File: config.mk
export PLATFORM = sky130hd
export DESIGN_NAME = decode_cmd_queue
export DESIGN_NICKNAME = d
export VERILOG_FILES = /design/src/rtl/decode_cmd_queue.sv
export SDC_FILE = /design/constraint.sdc
export NUM_CORES = 1
export LEC_CHECK = 0
export ABC_CLOCK_PERIOD_IN_PS = 3300
export CORE_MARGIN = 2
export CORE_UTILIZATION = 35
export DETAILED_ROUTE_END_ITERATION = 10
export GPL_TIMING_DRIVEN = 0
export SLEW_MARGIN = 20
export SYNTH_ARGS = -nofsm -noshare
export SYNTH_HDL_FRONTEND = slang
export SYNTH_SLANG_ARGS = --single-unit
export TNS_END_PERCENT = 1
File: constraint.sdc
create_clock -name clk -period 3.3 [get_ports clk]
set_input_delay 0.66 -clock clk [delete_from_list [all_inputs] [get_ports clk]]
set_output_delay 0.66 -clock clk [all_outputs]
set_load 0.05 [all_outputs]
File: src/rtl/decode_cmd_queue.sv
// decode_cmd_queue
//   Registered circular command queue between the instruction decoder and the
//   micro stage. Holds decoded commands so decode can run ahead while micro
//   stalls. The next-instruction eip is computed once, at enqueue. Once an
//   entry carrying #UD has been accepted, the queue stops accepting until the
//   pipeline is flushed (dec_reset) or reset.
//
// Ports
//   clk, rst_n        clock, synchronous active-low reset
//   dec_reset         pipeline flush: empties the queue and leaves UD_LOCK
//   in_valid/in_ready decoder handshake; in_* carry the decoded command
//   out_valid/out_ready micro handshake; out_* present the head entry
//   out_eip_next      head eip + head length (mod 2^EIP_W)
//   count             number of occupied entries
//   ud_locked         queue is refusing input after a #UD entry
module decode_cmd_queue #(
    parameter int unsigned DEPTH   = 4,
    parameter int unsigned CMD_W   = 7,
    parameter int unsigned CMDEX_W = 4,
    parameter int unsigned LEN_W   = 4,
    parameter int unsigned EIP_W   = 32
) (
    input  logic                         clk,
    input  logic                         rst_n,
    input  logic                         dec_reset,

    input  logic                         in_valid,
    output logic                         in_ready,
    input  logic [CMD_W-1:0]             in_cmd,
    input  logic [CMDEX_W-1:0]           in_cmdex,
    input  logic                         in_is_8bit,
    input  logic                         in_is_complex,
    input  logic                         in_exception_ud,
    input  logic [LEN_W-1:0]             in_consumed,
    input  logic [EIP_W-1:0]             in_eip,

    output logic                         out_valid,
    input  logic                         out_ready,
    output logic [CMD_W-1:0]             out_cmd,
    output logic [CMDEX_W-1:0]           out_cmdex,
    output logic                         out_is_8bit,
    output logic                         out_is_complex,
    output logic                         out_exception_ud,
    output logic [LEN_W-1:0]             out_consumed,
    output logic [EIP_W-1:0]             out_eip,
    output logic [EIP_W-1:0]             out_eip_next,

    output logic [$clog2(DEPTH+1)-1:0]   count,
    output logic                         ud_locked
);

    localparam int unsigned PTR_W = $clog2(DEPTH);
    localparam int unsigned CNT_W = $clog2(DEPTH + 1);

    typedef struct packed {
        logic [CMD_W-1:0]   cmd;
        logic [CMDEX_W-1:0] cmdex;
        logic               is_8bit;
        logic               is_complex;
        logic               exception_ud;
        logic [LEN_W-1:0]   consumed;
        logic [EIP_W-1:0]   eip;
        logic [EIP_W-1:0]   eip_next;
    } entry_t;

    typedef enum logic {
        ST_RUN     = 1'b0,
        ST_UD_LOCK = 1'b1
    } state_t;

    // Storage (not reset) and control registers
    entry_t               mem_q [DEPTH];

    state_t               state_q,     state_d;
    logic [PTR_W-1:0]     wr_ptr_q,    wr_ptr_d;
    logic [PTR_W-1:0]     rd_ptr_q,    rd_ptr_d;
    logic [CNT_W-1:0]     count_q,     count_d;
    logic                 out_valid_q, out_valid_d;
    logic                 ud_locked_q, ud_locked_d;
    entry_t               head_q,      head_d;

    logic                 enq_c;
    logic                 deq_c;
    entry_t               wr_entry_c;

    // Accept only when not full and not locked; depends on registers only
    assign in_ready = (count_q != CNT_W'(DEPTH)) && (state_q == ST_RUN);
    assign enq_c    = in_valid && in_ready;
    assign deq_c    = out_valid_q && out_ready;

    // Entry as it will be stored, with the follow-on eip precomputed
    always_comb begin
        wr_entry_c              = '0;
        wr_entry_c.cmd          = in_cmd;
        wr_entry_c.cmdex        = in_cmdex;
        wr_entry_c.is_8bit      = in_is_8bit;
        wr_entry_c.is_complex   = in_is_complex;
        wr_entry_c.exception_ud = in_exception_ud;
        wr_entry_c.consumed     = in_consumed;
        wr_entry_c.eip          = in_eip;
        wr_entry_c.eip_next     = in_eip + EIP_W'(in_consumed);
    end

    // Next-state: pointers, occupancy, lock state and registered head copy
    always_comb begin
        state_d     = state_q;
        wr_ptr_d    = wr_ptr_q;
        rd_ptr_d    = rd_ptr_q;
        count_d     = count_q;
        head_d      = head_q;
        out_valid_d = out_valid_q;
        ud_locked_d = ud_locked_q;

        if (dec_reset) begin
            // Flush wins over any handshake in the same cycle
            state_d  = ST_RUN;
            wr_ptr_d = '0;
            rd_ptr_d = '0;
            count_d  = '0;
        end else begin
            if (enq_c) begin
                wr_ptr_d = wr_ptr_q + PTR_W'(1);
            end
            if (deq_c) begin
                rd_ptr_d = rd_ptr_q + PTR_W'(1);
            end
            unique case ({enq_c, deq_c})
                2'b10:   count_d = count_q + CNT_W'(1);
                2'b01:   count_d = count_q - CNT_W'(1);
                default: count_d = count_q;
            endcase

            unique case (state_q)
                ST_RUN: begin
                    if (enq_c && in_exception_ud) begin
                        state_d = ST_UD_LOCK;
                    end
                end
                ST_UD_LOCK: begin
                    state_d = ST_UD_LOCK;
                end
                default: begin
                    state_d = ST_RUN;
                end
            endcase

            // Head for next cycle; the entry being written bypasses storage
            // when it lands exactly at the new read pointer.
            if (count_d != '0) begin
                if (enq_c && (rd_ptr_d == wr_ptr_q)) begin
                    head_d = wr_entry_c;
                end else begin
                    head_d = mem_q[rd_ptr_d];
                end
            end
        end

        out_valid_d = (count_d != '0);
        ud_locked_d = (state_d == ST_UD_LOCK);
    end

    // Control registers with synchronous reset
    always_ff @(posedge clk) begin
        if (!rst_n) begin
            state_q     <= ST_RUN;
            wr_ptr_q    <= '0;
            rd_ptr_q    <= '0;
            count_q     <= '0;
            out_valid_q <= 1'b0;
            ud_locked_q <= 1'b0;
            head_q      <= '0;
        end else begin
            state_q     <= state_d;
            wr_ptr_q    <= wr_ptr_d;
            rd_ptr_q    <= rd_ptr_d;
            count_q     <= count_d;
            out_valid_q <= out_valid_d;
            ud_locked_q <= ud_locked_d;
            head_q      <= head_d;
        end
    end

    // Storage write
    always_ff @(posedge clk) begin
        if (rst_n && !dec_reset && enq_c) begin
            mem_q[wr_ptr_q] <= wr_entry_c;
        end
    end

    // Overflow / underflow cannot happen by construction
    always_ff @(posedge clk) begin
        if (rst_n && !dec_reset) begin
            assert (!(enq_c && (count_q == CNT_W'(DEPTH))));
            assert (!(deq_c && (count_q == '0)));
        end
    end

    assign out_cmd          = head_q.cmd;
    assign out_cmdex        = head_q.cmdex;
    assign out_is_8bit      = head_q.is_8bit;
    assign out_is_complex   = head_q.is_complex;
    assign out_exception_ud = head_q.exception_ud;
    assign out_consumed     = head_q.consumed;
    assign out_eip          = head_q.eip;
    assign out_eip_next     = head_q.eip_next;
    assign out_valid        = out_valid_q;
    assign count            = count_q;
    assign ud_locked        = ud_locked_q;

endmodule

* Yosys cells after proc, flatten, opt, wreduce, memory -nomap -nowiden
Memories as Yosys holds them, arrays and structs flattened. A register that Yosys moved wholly into a read port is not among the register bits.
Cells that the tools add are included.
Widths: inputs -> output; s select.
** Operators by class
- Bitwise operators :: 3
- Multipliers :: 0
- Eq/ne operators :: 3
- Add/sub/neg operators :: 5
- Order comparisons :: 0
- Div/mod/pow operators :: 0
- Mux-type cells :: 9
- Reduce and logical (&&, ||, !) cells :: 12
- Shift-type cells :: 0
** Operator list (count)
- $add 32x4->32 :: 1
- $logic_and 1x1->1 :: 6
- $mux 3 :: 2
- $pmux 3 s2 :: 1
- $reduce_bool 3->1 :: 2
- $add 2x1->2 const B :: 2
- $mux 2 :: 2
- $add 3x1->3 const B :: 1
- $mux 1 :: 3
- $ne 3x3->1 const B :: 1
- $not 1->1 :: 3
- $sub 3x1->3 const B :: 1
- $eq 2x1->1 const B :: 1
- $eq 2x2->1 const B :: 1
- $logic_not 1->1 :: 2
- $pmux 1 s2 :: 1
- $reduce_and 2->1 :: 1
- $reduce_or 2->1 :: 1
** Storage, ports and cells
- Memories kept :: 1
- Output and inout port bits :: 88
- Logic and storage cells :: 38
- Bits in latches :: 0
- Bits in read-only memories :: 0
- Register bits :: 9
- Input bits :: 55
- Bits in writable memories :: 328
** Memories
- mem_q :: depth 4, width 82, rd ports 1, clocked after memory_dff 1, write ports 1, RTL line 72 : entry_t mem_q [DEPTH];

* Depth between registers and ports, before layout
Gate-level depths: netlist of the first run.
- Depth in word-level cells :: 8
- Gate-level depth with buffers :: 16
- Depth with buffers taken out :: 12

* Least setup slack after synthesis of the first run
OpenSTA, ideal clock, no wires.
- Path type :: flip-flop to flip-flop
- Start :: register count_q[0], in the netlist count[0]
- End :: memory mem_q[0][0] in the netlist's numbering, enable pin
- Slack :: -1.192 ns
- Arrival :: 4.042 ns
- Cell stages (with the launch flop) :: 6
- Required time :: 2.850 ns
- Period minus slack after synthesis :: 4.492 ns
- Setup time :: 0.450 ns
- Cells stage by stage :: dfxtp_1 nor3b_1 nor2_1 and2_1 clkbuf_1 and3_1
** On the way
- Longest elaborated chain between the ends :: 6
** Ends and longest elaborated chain
- start: declaration :: RTL line 77 : logic [CNT_W-1:0] count_q, count_d;
- start signal: assignment :: RTL line 176 : count_q <= count_d;
- $ne 3x3->1 :: RTL line 87 : assign in_ready = (count_q != CNT_W'(DEPTH)) && (state_q == ST_RUN);
- $logic_and 1x1->1 :: RTL line 87
- net in_ready :: RTL line 28 : output logic in_ready,
- $logic_and 1x1->1 :: RTL line 88 : assign enq_c = in_valid && in_ready;
- $logic_and 1x1->1 :: RTL line 185 : if (rst_n && !dec_reset && enq_c) begin
- $mux 1 :: RTL line 185
- $mux 1 (implied by the code) :: RTL line 186 : mem_q[wr_ptr_q] <= wr_entry_c;
- end: declaration :: RTL line 72
The timed path passes the listed nets, and every way through them passes these cells.

* Worst setup path after layout of the first run
- Start :: register count_q[2], in the netlist count[2]
- End :: register head_q (netlist bit out_exception_ud)
** On the way
- Longest elaborated chain between the ends :: 8
** Ends and longest elaborated chain
- $ne 3x3->1 :: RTL line 87
- $logic_and 1x1->1 :: RTL line 87
- $logic_and 1x1->1 :: RTL line 88
- $eq 2x1->1 / $eq 2x2->1 (equally long branches) :: RTL line 127 : unique case ({enq_c, deq_c})
- $pmux 3 s2 * :: RTL line 127
- $mux 3 * :: RTL line 114 : if (dec_reset) begin
- $reduce_bool 3->1 * :: RTL line 149 : if (count_d != '0) begin
- $reduce_and 2->1 (no source line) *
- end signal: assignment :: RTL line 171 : head_q <= '0;
- end signal: assignment :: RTL line 179 : head_q <= head_d;
- end: declaration :: RTL line 80 : entry_t head_q, head_d;
Mark *: on every way between the ends. The rest lies on a longest branch, timed or not. The select of a mux whose other input is x is not followed.
A chain may end at the register's enable or synchronous reset.

==> run metrics, run 1 <==
number of clock sinks 419; Achievable Freq 0.312 GHz; relative contribution of the clock network to total power 38.6%; placer congestion estimate 0.829; Inst Count DP ~1,900; count of antenna-violating nets left after detailed routing 0; number of core rows 81; Final Net Count approximately 1,400; placed wire-length estimate 32,100 um; overall global routing resource usage between 10% and 20%; #FFs+latches synth between 400 and 500; die outline area 50,700 um2; routed wire length per instance 23.6 um; global-route wire length before repair 70,000 um; Critical Setup Path Class reg -> reg; main combinational cell family by area after synthesis compound AO/OA/AOI/OAI gates; clock-pin slew reported for the worst setup and hold paths after clock tree synthesis 60 ps; CP max FO 10; area growth from synthesis to final layout 24.2%; vertical extent of the die 225 um; worst slack at placement -1490 ps; maximum clock path buffer count 3; drt initial violations between 900 and 1,000; combinational share of power 13.4%; # DRC 0; area inside the core boundary a little under 50,000 um2; remaining max-slew budget at the tightest pin a little under two fifths; Leak 7.11 nW; count of flip-flops with a built-in enable after synthesis 328; Post-Synth XOR/XNOR Area about 1.3%; switching power total around 3.2 mW; CP arrival 3640 ps; Final Skew 24.5 ps; required time worst endpoint 3740 ps; adder and majority gate portion of the synthesized area less than 1%; power density over cell area between 500 and 600 nW/um2; starting utilization of the core area 35.2%; Cell Area, Synth ~17,000 um2; number of antenna violations at the first check in global routing 2; total nets after synthesis 1,230; RSZ-0062 raised after global routing true; most common flop cell mapped by yosys edfxtp_1; number of unique standard cell types used by synthesis between 60 and 70; final worst path period share a little over nine tenths; number of detailed-routing iterations run before antenna repair 6; antenna diode count 0; number of vias in the routed layout 11,100; share of final-layout standard cells stronger than drive strength 1 17.1%; sort of element at the start of the critical path flip-flop; most common cell after layout, fill and taps aside edfxtp_1; status complete, no violations; Die Width 225 um; Tightest Hold Check Type reg -> reg; CTS HTree Levels 2; number of global-route vias before repair 11,100; CTS Root Buffer Type clkbuf_16; Synth Area in Compound Gates 10.7%; mux share of post-synthesis cell area 9.81%; number of buffers added to fix hold violations after cts 0; wire length after detailed routing 47,700 um; share of synthesized cell area in and, or, nand and nor gates 6.74%; Int Pwr 9.24 mW; grt total ovfl 0; TritonCTS clock tree done; share of power burned in registers 48.0%; peak supply drop 0.293 mV; Synthesis Warnings 0; Final Hold Vio Count 0; commonest cells after routing, fill and taps aside 328 x edfxtp_1, 141 x clkdlybuf4s50_1, 117 x a21oi_1, 102 x nand2_1, 87 x dfxtp_1; number of buffers added by the clock tree synthesis step between 40 and 50; total of buffers placed on input and output ports roughly 140; final instance count without filler cells 2,022; Final setup viols 0; Cells after Synth about 1,200; post-synthesis area per instance 14.7 um2; nature of the critical path endpoint flip-flop; sw frac 25.7%; sequential-to-total area share from yosys stat 68.2%; maximum number of pins on one net before global-route repair 40; final worst setup slack 94.4 ps; PnR Total Power 12.4 mW; final count of pins violating max slew 0; clock insertion delay at the later pin of the skew report 560 ps; number of vias per cell 5.49; number of primary I/O pins about 140; shortest clock period the worst path allows after layout 3210 ps; proportion of synthesized flip-flops having asynchronous set or reset 0%; Slew @ Worst Pin around 950 ps; Maximum Capacitance Violations 0
[Yosys cell counts (5+ instances only)]
library cell / number / area (um2)
edfxtp_1: 328 / 9850
a21oi_1: 122 / 611
nand2_1: 102 / 383
dfxtp_1: 91 / 1820
o21ai_0: 84 / 420
mux4_2: 70 / 1580
clkbuf_1: 46 / 173
nor2_1: 24 / 90.1
a31oi_1: 22 / 138
buf_2: 22 / 110
inv_1: 22 / 82.6
and3_1: 20 / 125
a211oi_1: 18 / 135
nand3_1: 16 / 80.1
a311o_1: 14 / 140
or2_2: 14 / 87.6
nand4_1: 12 / 75.1
xnor2_1: 12 / 105
nor4_1: 11 / 68.8
ha_1: 9 / 113
xor2_1: 9 / 78.8
mux2i_1: 8 / 80.1
nor3_1: 8 / 40.0
o31a_1: 8 / 70.1
nand2b_1: 5 / 31.3
o211ai_1: 5 / 37.5
[cell families (layout without fill, tap and decap cells)]
group	count (synthesis)	in the layout
DFF	419	419
AOI/OAI and AO/OA	302	302
and+or+nand+nor	233	233
buffers and inverters	96	332
muxes	80	80
xor gates and xnor gates	23	23
adders and majority gates	11	11
[path summary, 6_finish.rpt]
kind | from | to | slack [ps] | cells past startpoint
min reg2reg | out_eip_next[31] | out_eip_next[31] | 520 | 2
max reg2reg | count[2] | out_exception_ud | 90 | 15
min | out_eip_next[31] | out_eip_next[31] | 520 | 2
max | count[2] | out_exception_ud | 90 | 15
[registers in the layout, indices dropped and copies added (netlist names)]
signal,count
ud_locked,1
out_cmdex,4
count,3
out_valid,1
out_consumed,4
out_eip_next,32
out_eip,32
mem_q,328
out_is_8bit,1
out_exception_ud,1
rd_ptr_q,2
out_is_complex,1
wr_ptr_q,2
out_cmd,7
[metal layers]
layer	wire [um]	share of wire, %	GRT usage [%]
met3	3210	6.7	3.61
met4	1390	2.9	6.43
met1	20000	42	24.2
met2	23100	48	31.4
met5	25	0.052	0
[layout make-up]
cell class	count	area (um2)
multi-input combinational	649	5140
fill	4259	27300
buffer	73	469
clock inverter	16	115
timing repair buffer	154	1680
inverter	22	86.3
sequential	419	11700
clock buffer	67	1290
tap	622	778
[power groups by stage]
stage / combinational (mW) / clock [mW] / sequential (mW)
6_report: 1.67 / 4.80 / 5.97
3_3_place_gp: 1.57 / 0 / 6.08
4_1_cts: 1.63 / 4.88 / 5.97
2_1_floorplan: 0.559 / 0 / 6.44
5_1_grt: 1.77 / 5.08 / 5.98
3_5_place_dp: 1.60 / 0 / 6.08
[stage by stage]
stage	cell area, um2	TNS (ps)	util [%]	hold slack, ps
after detailed placement	19600	-122700	40.4	508
after global routing	21200	-382	43.8	550
final	21200	0	43.8	524
after global placement	19400	-392570	39.9	508
after floorplan	17200	-808	-	574
after CTS	21100	-10.7	43.5	516
[worst max-delay path: stages (launching register included)]
cell      delay (ps)
dfxtp_4          360
nor3b_4          240
nor2_4            60
and2_4           150
clkbuf_8         150
inv_1             60
ha_2             180
inv_1             60
fa_2             340
xor2_1           160
or3_4            400
a31o_4           320
buf_12           180
clkbuf_8         180
a21oi_1          140
a21oi_1           80
[repair_timing]
action	in CTS	in global routing
resized for setup	26	43
setup endpoints to repair	87	83
gates cloned	0	1
pin swaps	1	2
endpoints found under the hold margin	0	0
buffers inserted	4	0
(Power assumes the default switching activity.)
==> run 2: changes to the inputs <==
ABC_CLOCK_PERIOD_IN_PS = not set   (was 3300)
GPL_ROUTABILITY_DRIVEN = 0   (was not set)
==> results of run 2 <==
The final DEF is identical to that of run 1; final timing and power are the same.
